[config.mk]
export PLATFORM = sky130hd
export DESIGN_NAME = tcam_prio_enc
export DESIGN_NICKNAME = d
export VERILOG_FILES = /design/src/rtl/tcam_prio_enc_seg.sv /design/src/rtl/tcam_prio_enc.sv
export SDC_FILE = /design/constraint.sdc
export NUM_CORES = 1
export LEC_CHECK = 0
export BUFFER_PORTS_ARGS = -buffer_cell sky130_fd_sc_hd__buf_4
export CAP_MARGIN = 30
export CELL_PAD_IN_SITES_DETAIL_PLACEMENT = 1
export CELL_PAD_IN_SITES_GLOBAL_PLACEMENT = 1
export CORE_ASPECT_RATIO = 0.8
export CORE_MARGIN = 10
export CORE_UTILIZATION = 42
export CTS_BUF_LIST = sky130_fd_sc_hd__clkbuf_8
export CTS_CLUSTER_SIZE = 14
export DETAILED_ROUTE_END_ITERATION = 16
export PLACE_DENSITY = 0.9
export REMOVE_ABC_BUFFERS = 1
export SYNTH_ARGS = -nofsm -noshare
export SYNTH_HDL_FRONTEND = slang
export SYNTH_HIERARCHICAL = 1
export SYNTH_SLANG_ARGS = --single-unit
export TNS_END_PERCENT = 30
[constraint.sdc]
create_clock -name clk -period 2.7 [get_ports clk]
set_clock_uncertainty 0.1 [all_clocks]
set_input_delay 0.135 -clock clk [delete_from_list [all_inputs] [get_ports clk]]
set_output_delay 0.135 -clock clk [all_outputs]
set_load 0.03 [all_outputs]
[src/rtl/tcam_prio_enc_seg.sv]
// tcam_prio_enc_seg: per-segment lowest-index encoder with hit and multi-hit flags
module tcam_prio_enc_seg #(
  parameter int SEG_WIDTH = 8
) (
  input  logic [SEG_WIDTH-1:0]         match,
  output logic [$clog2(SEG_WIDTH)-1:0] idx,
  output logic                         hit,
  output logic                         multi
);
  localparam int LW = $clog2(SEG_WIDTH);
  always_comb begin
    idx = '0;
    for (int j = SEG_WIDTH - 1; j >= 0; j--)
      if (match[j]) idx = LW'(j);
  end
  assign hit   = |match;
  assign multi = |(match & (match - SEG_WIDTH'(1)));
endmodule

[src/rtl/tcam_prio_enc.sv]
// tcam_prio_enc: two-stage pipelined lowest-index priority encoder for a TCAM match vector
module tcam_prio_enc #(
  parameter int DEPTH      = 64,
  parameter int SEG_WIDTH  = 8,
  parameter int ADDR_WIDTH = $clog2(DEPTH)
) (
  input  logic                  clk,
  input  logic                  rst,
  input  logic [DEPTH-1:0]      s_match,
  input  logic                  s_valid,
  output logic                  s_ready,
  output logic [ADDR_WIDTH-1:0] m_addr,
  output logic                  m_hit,
  output logic                  m_multi,
  output logic                  m_valid,
  input  logic                  m_ready
);
  localparam int NSEG = DEPTH / SEG_WIDTH;
  localparam int LW   = $clog2(SEG_WIDTH);
  logic [NSEG-1:0][LW-1:0] seg_idx, st1_idx;
  logic [NSEG-1:0]         seg_hit, seg_multi, st1_hit, st1_multi;
  logic                    st1_valid, en1, en2, sel_multi;
  logic [ADDR_WIDTH-1:0]   sel_addr;
  for (genvar g = 0; g < NSEG; g++) begin : g_seg
    tcam_prio_enc_seg #(.SEG_WIDTH(SEG_WIDTH)) u_seg (
      .match(s_match[g*SEG_WIDTH +: SEG_WIDTH]),
      .idx  (seg_idx[g]),
      .hit  (seg_hit[g]),
      .multi(seg_multi[g])
    );
  end
  assign en2     = ~m_valid | m_ready;
  assign en1     = ~st1_valid | en2;
  assign s_ready = en1;
  always_ff @(posedge clk) begin
    if (rst) st1_valid <= 1'b0;
    else if (en1) st1_valid <= s_valid;
    if (en1 && s_valid) begin
      st1_idx   <= seg_idx;
      st1_hit   <= seg_hit;
      st1_multi <= seg_multi;
    end
  end
  // lowest hitting segment wins; its base offset plus the local index is the address
  always_comb begin
    sel_addr = '0;
    for (int j = NSEG - 1; j >= 0; j--)
      if (st1_hit[j]) sel_addr = ADDR_WIDTH'(j * SEG_WIDTH + int'(st1_idx[j]));
  end
  assign sel_multi = |st1_multi | |(st1_hit & (st1_hit - NSEG'(1)));
  always_ff @(posedge clk) begin
    if (rst) begin
      m_valid <= 1'b0;
      m_addr  <= '0;
      m_hit   <= 1'b0;
      m_multi <= 1'b0;
    end else if (en2) begin
      m_valid <= st1_valid;
      if (st1_valid) begin
        m_addr  <= sel_addr;
        m_hit   <= |st1_hit;
        m_multi <= sel_multi;
      end
    end
  end
endmodule

==> results.json <==
{
  "synth.avg_cell_area_sq_um": 9.88,
  "cts_buffers": 5,
  "die_h_microns": 97.4,
  "critical_path_class": "reg -> reg",
  "final_area_sq_um": 3910,
  "drc": 0,
  "portBuffers": 77,
  "fillers": 857,
  "clockBufferDepth": 2,
  "rr_endpoint": "m_multi",
  "clkPwrFrac": 0.317,
  "synth_common_cells": "nor3_1 (41), edfxtp_1 (40), a21oi_1 (35), nor2_1 (28)",
  "ys_seq_elements": 50,
  "netSwitchingFraction": 0.256,
  "grt_pass1_wl_mm": 15.2,
  "regArea_sq_um": 1400,
  "io_pins": 78,
  "synth_top_cell_by_area": "edfxtp_1",
  "post-dp-hpwl_mm": 7.30,
  "place_inst": 477,
  "clock.fmax_ghz": 0.535,
  "nets": 465,
  "rr_startpoint": "st1_hit[3]",
  "crit_end": "m_multi",
  "rows": 28,
  "vias": 2833,
  "post-route-period-util": 0.693,
  "ant_nets": 0,
  "reg2reg_depth": 4,
  "gp_congestion": 0.801,
  "comb_power_share": 0.174,
  "synth_cell_types": 38,
  "place_area_sq_um": 3770,
  "p_leak_nw": 1.43,
  "layout-drive-gt1-share": 0.261,
  "status": "finished, final reports clean",
  "cts_tree": "yes",
  "core-area_sq_um": 7320,
  "tightestPinTransition_ps": 975,
  "gr-total-overflow": 0,
  "endpoint_kind": "flop",
  "clock_sinks": 50,
  "hold_viol": 0,
  "yosysMostFrequentCell": "nor3_1",
  "path_max_fanout": 11,
  "fin_cells": 488,
  "synth_cells": 318,
  "power_frac_seq": 0.509,
  "total_power_mw": 1.75,
  "drv_slew": 0,
  "min_period_ps": 1870,
  "power.switching_uw": 449,
  "rsz0062_at_grt": "false",
  "die_x_microns": 117,
  "cp-start-kind": "flop",
  "cp.arrival_ps": 1960,
  "crit_required_ps": 2790,
  "clk_pin_slew_ps": 100,
  "internal_power_mw": 1.30,
  "irDropWorstVdd_uv": 202,
  "drt_wl_total_mm": 9.26,
  "grt_pass1_vias": 3025,
  "cap_violations": 0,
  "synthArstFlopShare": 0,
  "hold_path.class": "in -> reg",
  "post-cts-setup-buffer-count": 0,
  "finalSetupViolCount": 0,
  "seq_area_frac_synth": 0.446,
  "synth.area.top_cells": "edfxtp_1 (38%), a2111oi_4 (7.0%), nor3_1 (6.5%), dfxtp_1 (6.4%), a21oi_1 (5.6%)",
  "root_buffer": "clkbuf_8",
  "drtIter0Drc": 163,
  "ff2ff_setup_slack_ps": 830,
  "powerDensity_nw_per_um2": 448,
  "grt.total_usage": 0.161,
  "die_area_sq_um": 11400,
  "ys.warnings.count": 6,
  "multiInputGateArea_sq_um": 1600,
  "viasPerCell": 5.81,
  "initial_core_util": 0.429,
  "synth_area_sq_um": 3140,
  "clk_latency_ps": 320,
  "antenna_found_initial": 0,
  "tns_ps": 0,
  "synth-edff-count": 40,
  "critPathLaunch": "st1_hit[3]",
  "area.growth.synth_to_final_pct": 24.6,
  "netlist.area_leader.share": 0.382,
  "first_pass_iters": 4,
  "ys.flop_type": "edfxtp_1",
  "antenna_cells": 0,
  "slew-limit-headroom": 0.350,
  "htreeDepth": 2,
  "routedWlPerCell_microns": 19.0,
  "grt_max_degree": 41
}
-- cell usage in the layout, fill, tap and decap left out, types with 6 or more instances in the layout --
cell	synthesis	final
maj3_1	8	8
a2111oi_0	9	9
a21o_1	8	8
nand2b_1	9	9
nor2_1	28	28
a21oi_1	35	35
buf_4	3	77
dfxtp_1	10	10
inv_1	20	21
o21bai_1	10	10
o21ai_0	11	11
o21ai_1	8	8
nor4_1	6	6
a2111oi_4	8	8
nand2_1	20	20
clkbuf_8	0	6
nor3_1	41	41
edfxtp_1	40	40
or4_4	8	8
-- stage by stage --
stage	worst slack, ps	util	hold WS (ps)
3_3_place_gp	950	0.515	258
5_1_grt	699	0.535	18.5
2_1_floorplan	319	-	104
3_5_place_dp	821	0.515	271
6_report	830	0.535	22.2
4_1_cts	794	0.535	13.2
-- cell type report --
type	instances	area share
multi-input cells	240	0.409
flip-flops and latches	50	0.358
repair buffers	80	0.155
well taps	90	0.0288
clock buffers	6	0.0211
inverters	20	0.0192
clock inverters	2	0.00863
-- flip-flops by register name, summed over array words and instances (netlist names) --
| name | flops |
|---|---|
| m_valid | 1 |
| m_addr | 6 |
| st1_hit | 8 |
| st1_multi | 8 |
| st1_valid | 1 |
| m_multi | 1 |
| m_hit | 1 |
| st1_idx | 24 |
-- logic make-up after synthesis --
kind of cell | synth area share
AO/OA/AOI/OAI | 0.274
adder cells (fa/ha/maj) | 0.0255
buffers and inverters | 0.0450
flip-flops | 0.446
multiplexers | 0.00319
AND/OR/NAND/NOR | 0.206
-- worst max-delay path, stage by stage, from the launching register on --
cell      delay [ps]
edfxtp_1         530
nor4_1           780
a21oi_1          160
nand2_1          100
a31oi_1           70
-- per-layer routing --
metal / GRT usage / vias to the layer above / wire length, microns
li1: - / 1377 / -
met1: 0.202 / 1371 / 3920
met2: 0.267 / 76 / 4610
met3: 0.0494 / 9 / 610
met4: 0.0294 / 0 / 108
met5: 0 / - / 0
-- power groups by stage --
stage	clock (mW)	sequential, mW	combinational [mW]
2_1_floorplan	0	0.912	0.108
3_3_place_gp	0	0.905	0.283
3_5_place_dp	0	0.909	0.301
4_1_cts	0.563	0.891	0.307
5_1_grt	0.593	0.895	0.337
6_report	0.556	0.891	0.305
-- timing repair --
item,4_1_cts,5_1_grt
hold endpoints to repair,8,0
gates resized for setup,0,0
hold buffers,3,0
-- worst min-delay path by stage --
stage | start | endpoint | slack [ps] | cells after the start
after floorplan | rst | m_addr[4] | 100 | 1
after global placement | s_valid | st1_valid | 260 | 3
after detailed placement | s_valid | st1_valid | 270 | 3
after CTS | s_match[32] | st1_idx[12] | 10 | 2
after global routing | s_match[0] | st1_idx[0] | 20 | 2
final | s_match[32] | st1_idx[12] | 20 | 2
(Power assumes the default switching activity.)
